<file path="src/rtl/measure_pkg.sv">
// Shared types and constants for the measure unit.
// Latency: none (declarations only).
// Backpressure: none (declarations only).
package measure_pkg;

    typedef enum logic [1:0] {
        IDLE      = 2'd0,
        REQ       = 2'd1,
        WAIT_DONE = 2'd2,
        SETTLE    = 2'd3
    } dac_arb_state_t;

    // Threshold width matches the channel measure controller's threshold port.
    localparam int DAC_W_DEFAULT  = 16;
    localparam int SETTLE_DEFAULT = 16;

endpackage

</file>
<file path="src/rtl/rr_pick.sv">
// Round-robin selector: first set request at or after ptr_i, scanning upward with wrap.
// Latency: combinational.
// Backpressure: none; the caller decides when to consume the pick.
module rr_pick #(
    parameter int N_CH  = 4,
    parameter int PTR_W = $clog2(N_CH)
) (
    input  logic [N_CH-1:0]  req_i,
    input  logic [PTR_W-1:0] ptr_i,
    output logic             any_o,
    output logic [PTR_W-1:0] idx_o
);

    int w_pos;

    // Walk offsets from farthest to nearest so the nearest hit overrides the rest.
    always_comb begin
        any_o = 1'b0;
        idx_o = '0;
        w_pos = 0;
        for (int k = N_CH - 1; k >= 0; k--) begin
            w_pos = int'(ptr_i) + k;
            if (w_pos >= N_CH) begin
                w_pos = w_pos - N_CH;
            end
            if (req_i[w_pos]) begin
                any_o = 1'b1;
                idx_o = PTR_W'(w_pos);
            end
        end
    end

endmodule

</file>
<file path="src/rtl/dac_share_arb.sv">
// Shares one threshold DAC among N_CH channels: captures posted writes, serialises them round-robin.
// Latency: strobe -> dac_req_o in 2 cycles when idle; rdy returns SETTLE_CYCLES+1 cycles after done.
// Backpressure: dac_req_o held until dac_ack_i; per-channel rdy low while a write is pending or in flight.
module dac_share_arb
    import measure_pkg::*;
#(
    parameter int N_CH          = 4,
    parameter int DAC_W         = DAC_W_DEFAULT,
    parameter int SETTLE_CYCLES = SETTLE_DEFAULT
) (
    input  logic                      clk_i,
    input  logic                      arst_i,
    input  logic [N_CH*DAC_W-1:0]     ch_threshold_i,
    input  logic [N_CH-1:0]           ch_threshold_wre_i,
    output logic [N_CH-1:0]           ch_threshold_rdy_o,
    output logic [DAC_W-1:0]          dac_data_o,
    output logic [$clog2(N_CH)-1:0]   dac_addr_o,
    output logic                      dac_req_o,
    input  logic                      dac_ack_i,
    input  logic                      dac_done_i
);

    localparam int PTR_W = $clog2(N_CH);
    localparam int CNT_W = (SETTLE_CYCLES > 1) ? $clog2(SETTLE_CYCLES) : 1;

    dac_arb_state_t     r_state;
    logic [N_CH-1:0]    r_pend;
    logic [DAC_W-1:0]   r_val [N_CH];
    logic [PTR_W-1:0]   r_ptr;
    logic [PTR_W-1:0]   r_gnt;
    logic [CNT_W-1:0]   r_cnt;
    logic               r_req;
    logic [DAC_W-1:0]   r_data;
    logic [PTR_W-1:0]   r_addr;
    logic [N_CH-1:0]    r_rdy;

    logic               w_any;
    logic [PTR_W-1:0]   w_idx;
    logic               w_grant;
    logic [N_CH-1:0]    w_pend_nxt;
    logic               w_busy_nxt;
    logic [PTR_W-1:0]   w_gnt_nxt;

    rr_pick #(
        .N_CH  (N_CH),
        .PTR_W (PTR_W)
    ) u_pick (
        .req_i (r_pend),
        .ptr_i (r_ptr),
        .any_o (w_any),
        .idx_o (w_idx)
    );

    assign w_grant   = (r_state == IDLE) && w_any;
    assign w_gnt_nxt = w_grant ? w_idx : r_gnt;

    // Pending flags: a new strobe wins over the grant clearing the same channel.
    always_comb begin
        w_pend_nxt = r_pend;
        for (int i = 0; i < N_CH; i++) begin
            if (ch_threshold_wre_i[i]) begin
                w_pend_nxt[i] = 1'b1;
            end else if (w_grant && (w_idx == PTR_W'(i))) begin
                w_pend_nxt[i] = 1'b0;
            end
        end
    end

    // Whether the FSM will be away from IDLE next cycle; feeds the registered rdy.
    always_comb begin
        w_busy_nxt = 1'b0;
        case (r_state)
            IDLE:      w_busy_nxt = w_any;
            REQ:       w_busy_nxt = 1'b1;
            WAIT_DONE: w_busy_nxt = !(dac_done_i && (SETTLE_CYCLES == 0));
            SETTLE:    w_busy_nxt = (r_cnt != '0);
            default:   w_busy_nxt = 1'b0;
        endcase
    end

    // Per-channel capture of posted thresholds; newest strobe overwrites.
    always_ff @(posedge clk_i or posedge arst_i) begin
        if (arst_i) begin
            r_pend <= '0;
            for (int i = 0; i < N_CH; i++) begin
                r_val[i] <= '0;
            end
        end else begin
            r_pend <= w_pend_nxt;
            for (int i = 0; i < N_CH; i++) begin
                if (ch_threshold_wre_i[i]) begin
                    r_val[i] <= ch_threshold_i[i*DAC_W +: DAC_W];
                end
            end
        end
    end

    // Transaction FSM: grant, hold request until ack, wait for done, then settle.
    always_ff @(posedge clk_i or posedge arst_i) begin
        if (arst_i) begin
            r_state <= IDLE;
            r_ptr   <= '0;
            r_gnt   <= '0;
            r_cnt   <= '0;
            r_req   <= 1'b0;
            r_data  <= '0;
            r_addr  <= '0;
        end else begin
            case (r_state)
                IDLE: begin
                    if (w_any) begin
                        r_gnt   <= w_idx;
                        r_data  <= r_val[w_idx];
                        r_addr  <= w_idx;
                        r_ptr   <= (w_idx == PTR_W'(N_CH - 1)) ? '0 : w_idx + PTR_W'(1);
                        r_req   <= 1'b1;
                        r_state <= REQ;
                    end
                end
                REQ: begin
                    if (dac_ack_i) begin
                        r_req   <= 1'b0;
                        r_state <= WAIT_DONE;
                    end
                end
                WAIT_DONE: begin
                    if (dac_done_i) begin
                        if (SETTLE_CYCLES == 0) begin
                            r_state <= IDLE;
                        end else begin
                            r_cnt   <= CNT_W'(SETTLE_CYCLES - 1);
                            r_state <= SETTLE;
                        end
                    end
                end
                SETTLE: begin
                    if (r_cnt == '0) begin
                        r_state <= IDLE;
                    end else begin
                        r_cnt <= r_cnt - CNT_W'(1);
                    end
                end
                default: r_state <= IDLE;
            endcase
        end
    end

    // rdy registered from next-cycle pending/in-flight status so it tracks state with no lag.
    always_ff @(posedge clk_i or posedge arst_i) begin
        if (arst_i) begin
            r_rdy <= '1;
        end else begin
            for (int i = 0; i < N_CH; i++) begin
                r_rdy[i] <= !w_pend_nxt[i] && !(w_busy_nxt && (w_gnt_nxt == PTR_W'(i)));
            end
        end
    end

    assign ch_threshold_rdy_o = r_rdy;
    assign dac_data_o         = r_data;
    assign dac_addr_o         = r_addr;
    assign dac_req_o          = r_req;

endmodule

</file>
<file path="config.mk">
export PLATFORM = sky130hd
export DESIGN_NAME = dac_share_arb
export DESIGN_NICKNAME = d
export VERILOG_FILES = /design/src/rtl/measure_pkg.sv /design/src/rtl/rr_pick.sv /design/src/rtl/dac_share_arb.sv
export SDC_FILE = /design/constraint.sdc
export NUM_CORES = 1
export LEC_CHECK = 0
export ABC_CLOCK_PERIOD_IN_PS = 10250
export CAP_MARGIN = 20
export CORE_ASPECT_RATIO = 0.8
export CORE_MARGIN = 2
export CORE_UTILIZATION = 50
export CTS_CLUSTER_DIAMETER = 60
export CTS_CLUSTER_SIZE = 20
export DETAILED_ROUTE_END_ITERATION = 8
export PLACE_DENSITY_LB_ADDON = 0.12
export SLEW_MARGIN = 10
export SYNTH_ARGS = -nofsm -noshare
export SYNTH_HDL_FRONTEND = slang
export SYNTH_SLANG_ARGS = --single-unit
export TNS_END_PERCENT = 10
</file>
<file path="constraint.sdc">
create_clock -name clk_i -period 10.25 [get_ports clk_i]
set_input_delay 2.05 -clock clk_i [delete_from_list [all_inputs] [get_ports clk_i]]
set_output_delay 2.05 -clock clk_i [all_outputs]
set_load 0.005 [all_outputs]
</file>
==> flow_metrics.tcl, run 1 <==
set metrics [dict create \
    synth_area_um2 4438 \
    worstSetupEndpointType "output port" \
    cts_tree "built" \
    path_clk_slew_ns 0.10 \
    worstPathMaxFanout 1 \
    cpPeakStageDelay_ns 0.52 \
    fill_cells 684 \
    drv_slew 0 \
    finalWorstSetupSlack_ns 6.821 \
    async_flop_share_pct 100.0 \
    max_freq_mhz 291.7 \
    finalSetupTns_ns 0 \
    synth-seq-cells 99 \
    dieArea_um2 9650 \
    required_ns 8.20 \
    p_leak_uw 0.002362 \
    avgSynthCellArea_um2 12.90 \
    grt.overflow.total 0 \
    clock_path_buffers 2 \
    yosysTopAreaCellShare_pct 53.57 \
    worst_path_max_delay_cell "dfstp_2" \
    die-height_um 88.27 \
    rsz0062_at_grt "no" \
    antenna_left 0 \
    path_cells "clkdlybuf4s50_1" \
    synth_edf_count 0 \
    synth_ff_type "dfrtp_1" \
    cap_violations 0 \
    final_cells 547 \
    hold_class "reg2reg" \
    syn_nets 422 \
    cts-resized-gates 0 \
    peakVddDrop_uv 150.4 \
    antenna_found_initial 0 \
    start_util_pct 51.86 \
    power_density_nw_per_um2 242.8 \
    yosys_warnings 0 \
    status "finished, final reports clean" \
    die_w_um 109.3 \
    clk_latency_ns 0.37 \
    wl_per_cell_um 17.69 \
    cpLargestDelayFamily "flip-flops" \
    core_um2 8558 \
    vias 3038 \
    place_ws_ns 6.518 \
    synth.yosys.seq_area_share_pct 55.93 \
    finalCriticalPeriod_ns 3.429 \
    cp_num_buf_inv 1 \
    initialDrtViolationCount 150 \
    yosysUniqueCellTypes 45 \
    grt_pass1_vias 3019 \
    timing.hold.ws_ns 0.5053 \
    multi_input_area_um2 1804 \
    hpwl_mm 6.744 \
    drc 0 \
    htree_levels 3 \
    rows 30 \
    post-synth-top-area-cell "dfrtp_1" \
    start_kind "flop" \
    setup_viol 0 \
    tightest_slew_ns 1.004 \
    cts_made_buffers 9 \
    grt_start_max_net_pins 55 \
    clock_skew_ns 0.01708 \
    synth_most_common_cell "dfrtp_1" \
    maxSlewHeadroom_pct 32.93 \
    netlist_instances 344 \
    root_buffer "clkbuf_8" \
    grt_pass1_wl_mm 15.41 \
    critical_path_class "reg2out" \
    seq_area_um2 2482 \
    diodes 0 \
    postLayoutCoreUtil_pct 65.88 \
    postCtsSetupRepairBufs 0 \
    synth_common_cells "dfrtp_1, mux2_2, nand2_1, mux2i_1, a211oi_1" \
    grt_use_total_pct 21.65 \
    hold_violations 0 \
    wl_mm 9.679 \
    vias_per_cell 5.554 \
    period_share_pct 33.45 \
    io_buffer_count 94 \
    gp_congestion 0.8245 \
    drt_first_pass_iters 4 \
    dp.cells 532 \
    ios 95 \
    layout-drive-gt1-share_pct 21.61 \
    ctsHoldBuffers 0 \
    cts_num_sinks 99 \
    nets 509 \
    ys_top_cells_by_area "dfrtp_1, mux2_2, mux2i_1" \
    worstPathArrival_ns 1.38 \
    area_growth_syn_to_layout_pct 27.04 \
]
[through the flow]
stage / instance area, µm² / total power [µW]
after floorplan: 4438 / 929.8
after global placement: 5424 / 1091
after detailed placement: 5424 / 1110
after CTS: 5638 / 1382
after global routing: 5638 / 1460
final: 5638 / 1369
[report_power, final]
group          total, µW  internal [µW]  switching, µW
Sequential           535            479           56.3
Combinational        562            274            288
Clock                271            137            134
Total               1370            890            479
[final timing paths]
path                                  startpoint               endpoint  slack [ns]  cells past startpoint
max                        ch_threshold_rdy_o[0]  ch_threshold_rdy_o[0]        6.82                      1
max reg2reg                           r_state[0]         dac_data_o[12]        7.33                      6
min                                dac_data_o[9]          dac_data_o[9]        0.51                      2
min in group asynchronous                 arst_i          dac_data_o[3]        2.08                      2
max in group asynchronous                 arst_i              r_val[22]        7.06                      3
min reg2reg                        dac_data_o[9]          dac_data_o[9]        0.51                      2
[logic make-up (layout without fill, tap and decap cells)]
logic type | Yosys count | after routing | share of synthesized area (%)
compound gates | 64 | 64 | 11.05
xor+xnor | 1 | 1 | 0.1974
fa+ha+maj | 6 | 6 | 1.692
buf+inv | 30 | 121 | 3.496
flops | 99 | 99 | 55.93
mux | 88 | 88 | 21.65
simple gates | 56 | 56 | 5.977
[layout by cell type, fill, tap and decap left out, types with 7 or more instances in the layout]
cell type / instances
dfrtp_1: 95
clkdlybuf4s50_1: 94
mux2_2: 64
nand2_1: 25
mux2i_1: 24
a211oi_1: 16
nor2_1: 13
inv_1: 9
clkbuf_8: 9
o21ai_0: 8
o221ai_1: 8
a21boi_0: 7
[metal layers]
layer / share of wire, % / wire (µm) / global-route usage [%]
met2: 48 / 4656 / 34.90
met1: 46 / 4483 / 29.65
met5: 0 / 0 / 0
met4: 1.3 / 121 / 6.904
met3: 4.3 / 417 / 4.713
[flip-flops by register name, indices dropped and copies added, names as in the netlist]
| name | count |
|---|---|
| r_val | 64 |
| r_state | 2 |
| dac_addr_o | 2 |
| r_ptr | 2 |
| r_cnt | 4 |
| ch_threshold_rdy_o | 4 |
| dac_data_o | 16 |
| r_pend | 4 |
| dac_req_o | 1 |
[area by class of cell]
type / instances / area share, %
clock buffer: 9 / 2.197
clock inverter: 6 / 1.598
timing repair buffer: 95 / 16.82
tap: 112 / 2.486
sequential: 99 / 44.03
multi-input combinational: 215 / 32.00
inverter: 11 / 0.8655
Power figures use the tool's default switching activity.
==> inputs of run 2 (changes only) <==
- ABC_CLOCK_PERIOD_IN_PS: 10250 -> 3600
- clock period: 10.25 -> 3.6 ns (I/O delays scaled with it)
==> run 2 against run 1 <==
  * Sequential share of layout area fell by 0.33 points
  * Flip-flop and latch count did not move
  * Final area rose by 0.75%
  * Clock skew fell by 0.0089 ns
  * Hold slack improved by 0.0058 ns
  * Wire length rose by 1.4%
  * Worst setup slack got worse by 6.0 ns
==> flow_metrics.tcl, run 2 (same netlist as run 1, synthesis figures left out) <==
set metrics [dict create \
    clock_skew_ns 0.008193 \
    tightest_slew_ns 0.9847 \
    regMostFlops "r_val" \
    hpwl_mm 6.872 \
    start_util_pct 51.86 \
    drc 0 \
    ios 95 \
    status "finished, final reports clean" \
    finalCriticalPeriod_ns 2.788 \
    antenna_left 0 \
    cp_num_buf_inv 1 \
    p_leak_uw 0.002380 \
    cts_num_sinks 99 \
    rows 30 \
    max_freq_mhz 358.7 \
    wl_met2_mm 4.754 \
    worstPathMaxFanout 17 \
    grt_start_max_net_pins 86 \
    worstSetupEndpointType "flop" \
    maxSlewHeadroom_pct 34.15 \
    vias_per_cell 5.581 \
    cpLargestDelayFamily "compound AO/OA/AOI/OAI gates" \
    required_ns 3.87 \
    grt_pass1_wl_mm 15.68 \
    cts-resized-gates 0 \
    area_growth_syn_to_layout_pct 28.00 \
    final_cells 551 \
    dr.max_layer_used "met4" \
    root_buffer "clkbuf_8" \
    vias 3075 \
    layout_common_cells "dfrtp_1, clkdlybuf4s50_1, mux2_2" \
    power_density_nw_per_um2 687.2 \
    cap_violations 0 \
    initialDrtViolationCount 160 \
    largest_reg_flops 64 \
    period_share_pct 77.45 \
    diodes 0 \
    cts_made_buffers 9 \
    grt_pass1_vias 3178 \
    setup_viol 0 \
    grt.overflow.total 0 \
    met1Wirelength_mm 4.448 \
    dieArea_um2 9650 \
    htree_levels 3 \
    hold_violations 0 \
    r2r_start "r_state[0]" \
    clock_path_buffers 2 \
    gp_congestion 0.8179 \
    die-height_um 88.27 \
    start_kind "flop" \
    core_um2 8558 \
    wl_per_cell_um 17.82 \
    dp.cells 534 \
    rsz0062_at_grt "no" \
    layout-drive-gt1-share_pct 22.10 \
    wl_met3_um 468 \
    cpPeakStageDelay_ns 0.77 \
    drv_slew 0 \
    final_common_cell "dfrtp_1" \
    clk_latency_ns 0.38 \
    io_buffer_count 94 \
    drt_first_pass_iters 4 \
    ctsHoldBuffers 0 \
    peakVddDrop_uv 415.6 \
    antenna_found_initial 0 \
    worstSetupStartpoint "r_state[0]" \
    wl_mm 9.819 \
    worstPathArrival_ns 3.06 \
    postCtsSetupRepairBufs 0 \
    cts_tree "built" \
    die_w_um 109.3 \
    nets 512 \
    finalSetupTns_ns 0 \
    path_cells "inv_1 -> ha_1 -> nor2b_1 -> o21ai_2 -> o21a_1 -> a211oi_1" \
    worstHoldStart "dac_data_o[9]" \
    critical_path_class "reg2reg" \
    path_clk_slew_ns 0.09 \
    worst_path_max_delay_cell "nor2b_1" \
    hold_class "reg2reg" \
    grt_use_total_pct 22.01 \
]
-- run 2: cell count changes in the layout (fill, tap and decap cells not counted), sizes merged --
cell / delta
clkinv: -2
inv: -1
clkinvlp: +1
clkbuf: +4
bufinv: -1
buf: +3
-- run 2: where the power goes --
part | switching, µW | leakage [µW] | internal, µW
clock | 374 | 0.000102 | 378
combinational | 828 | 0.00114 | 791
sequential | 170 | 0.00114 | 1360
-- run 2: worst reg2reg max path, cell delays in order (launching register included) --
cell and delay [ns]:
dfrtp_1 0.42, inv_1 0.09, ha_1 0.35, nor2b_1 0.77, o21ai_2 0.48, o21a_1 0.32, a211oi_1 0.25
-- run 2: cell type report --
| type | count | area, µm² |
|---|---|---|
| tap | 112 | 140.1 |
| inverter | 11 | 48.80 |
| sequential | 99 | 2482 |
| multi-input combinational | 215 | 1804 |
| clock inverter | 3 | 45.04 |
| timing repair buffer | 98 | 991.0 |
| clock buffer | 13 | 168.9 |
| fill | 689 | 2878 |
-- run 2: worst paths after layout --
kind,endpoint,slack (ns),depth (start not counted)
max in group asynchronous,r_val[17],2.19,4
setup / recovery,ch_threshold_rdy_o[1],0.81,6
min in group asynchronous,r_val[2],0.64,2
hold reg to reg,dac_data_o[9],0.51,2
hold / removal,dac_data_o[9],0.51,2
setup reg to reg,ch_threshold_rdy_o[1],0.81,6
-- run 2: metrics by stage --
stage	cell area (µm²)	total power, µW	util [%]	hold WS, ns	worst slack, ns
floorplan	4438	2647	-	0.4589	0.2962
global placement	5439	3129	63.55	0.4861	1.036
detailed placement	5439	3183	63.55	0.4864	0.9012
CTS	5653	3932	66.05	0.5160	0.8408
global route	5680	4158	66.37	0.5296	0.5961
finish	5680	3904	66.37	0.5112	0.8118
-- run 2: layer usage --
| metal | global-route usage, % | vias up |
|---|---|---|
| met3 | 5.376 | 14 |
| met4 | 7.825 | 0 |
| met5 | 0 | - |
| li1 | - | 1425 |
| met2 | 35.13 | 86 |
| met1 | 29.70 | 1550 |
==> inputs of run 3 (changes only) <==
- ABC_CLOCK_PERIOD_IN_PS: 3600 -> 2900
- clock period: 3.6 -> 2.9 ns (I/O delays scaled with it)
==> run 3 against run 2 <==
  * Clock-buffer cell count is 2 lower
  * Register-to-register slack worse by 0.34 ns
  * Core utilization is 0.088 points lower
  * Final cell count is 0.54% higher
  * Wire length is 0.78% lower
==> flow_metrics.tcl, run 3 (same netlist as run 1, synthesis figures left out) <==
set metrics [dict create \
    htree_levels 3 \
    seq_area_um2 2482 \
    required_ns 3.20 \
    wl_per_cell_um 17.58 \
    worstPathArrival_ns 2.73 \
    maxSlewHeadroom_pct 38.72 \
    cp_num_buf_inv 1 \
    worst_path_max_delay_cell "or4b_1" \
    finalCriticalPeriod_ns 2.428 \
    critical_path_class "reg2reg" \
    regMostFlops "r_val" \
    layout_common_cells "dfrtp_1, clkdlybuf4s50_1, mux2_2" \
    rows 30 \
    period_share_pct 83.73 \
    multi_input_area_um2 1804 \
    worstSetupEndpointType "flop" \
    regToRegSetupSlack_ns 0.47 \
    rr_worst_depth 8 \
    cts_tree "built" \
    layout-drive-gt1-share_pct 22.40 \
    grt_use_total_pct 21.87 \
    p_leak_uw 0.002381 \
    timing.hold.ws_ns 0.5066 \
    die-height_um 88.27 \
    core_um2 8558 \
    hold_class "reg2reg" \
    peakVddDrop_uv 598.8 \
    clk_latency_ns 0.37 \
    cts_num_sinks 99 \
    fill_cells 686 \
    final_common_cell "dfrtp_1" \
    ios 95 \
    postLayoutCoreUtil_pct 66.29 \
    start_kind "flop" \
    max_freq_mhz 411.8 \
    endpoint "ch_threshold_rdy_o[3]" \
    dieArea_um2 9650 \
    gp_congestion 0.7975 \
    cts_made_buffers 9 \
    grt.overflow.total 0 \
    place_ws_ns 0.4897 \
    die_w_um 109.3 \
    drt_first_pass_iters 4 \
    tightest_slew_ns 0.9190 \
    grt_pass1_wl_mm 15.68 \
    grt_start_max_net_pins 100 \
    antenna_found_initial 0 \
    worstPathMaxFanout 35 \
    setup_viol 0 \
    diodes 0 \
    hold_violations 0 \
    path_clk_slew_ns 0.09 \
    whs_path_depth 1 \
    grt_pass1_vias 3201 \
    vias 3080 \
    path_cells "nor2b_1 -> or4b_1 -> and2_4 -> clkinv_4 -> ha_1 -> nand2_1 -> a21o_1 -> a21oi_1" \
    power_density_nw_per_um2 841.3 \
    antenna_left 0 \
    cpPeakStageDelay_ns 0.66 \
    drc 0 \
    cap_violations 0 \
    vias_per_cell 5.560 \
    timing.rr.end "ch_threshold_rdy_o[3]" \
    io_buffer_count 94 \
    largest_reg_flops 64 \
    hpwl_mm 6.770 \
    ctsHoldBuffers 0 \
    crit_cells 8 \
    status "finished, final reports clean" \
    wl_mm 9.742 \
    initialDrtViolationCount 129 \
    rsz0062_at_grt "no" \
    cts-resized-gates 0 \
    cpLargestDelayFamily "simple AND/OR/NAND/NOR gates" \
    finalWorstSetupSlack_ns 0.4717 \
    r2r_start "r_pend[2]" \
    clock_skew_ns 0.007468 \
    area_growth_syn_to_layout_pct 27.83 \
    drv_slew 0 \
    worstHoldStart "r_val[35]" \
    nets 516 \
    start_util_pct 51.86 \
    finalSetupTns_ns 0 \
    clock_path_buffers 2 \
    worstSetupStartpoint "r_pend[2]" \
    postCtsSetupRepairBufs 0 \
    root_buffer "clkbuf_8" \
]
## run 3: routing by layer
layer	track usage (%)	wire length (µm)	vias up
li1	-	-	1431
met1	27.76	4274	1558
met2	36.70	4835	83
met3	6.038	545	8
met4	7.135	87	0
met5	0	0	-
## run 3: stage by stage
step                cell area, µm²  instances  total power (µW)
finish                        5673        554              4772
global route                  5673        554              5084
CTS                           5673        554              4811
detailed placement            5490        539              3952
global placement              5490        539              3883
floorplan                     4442        344              3287
## run 3: where the power goes
group / internal [µW] / switching (µW)
clock: 397 / 457
sequential: 1690 / 210
combinational: 988 / 1030
## run 3: worst min-delay path by stage
stage,endpoint,slack [ns]
2_1_floorplan,ch_threshold_rdy_o[2],0.46
5_1_grt,r_val[55],0.53
6_report,r_val[35],0.51
3_3_place_gp,r_val[32],0.49
3_5_place_dp,r_val[35],0.49
4_1_cts,r_val[35],0.51
## run 3: layout make-up
type | instances | share of cell area (%)
flip-flops and latches | 99 | 43.76
multi-input cells | 215 | 31.80
repair buffers | 102 | 17.86
well taps | 112 | 2.470
clock buffers | 11 | 2.316
clock inverters | 4 | 0.9043
inverters | 11 | 0.8822
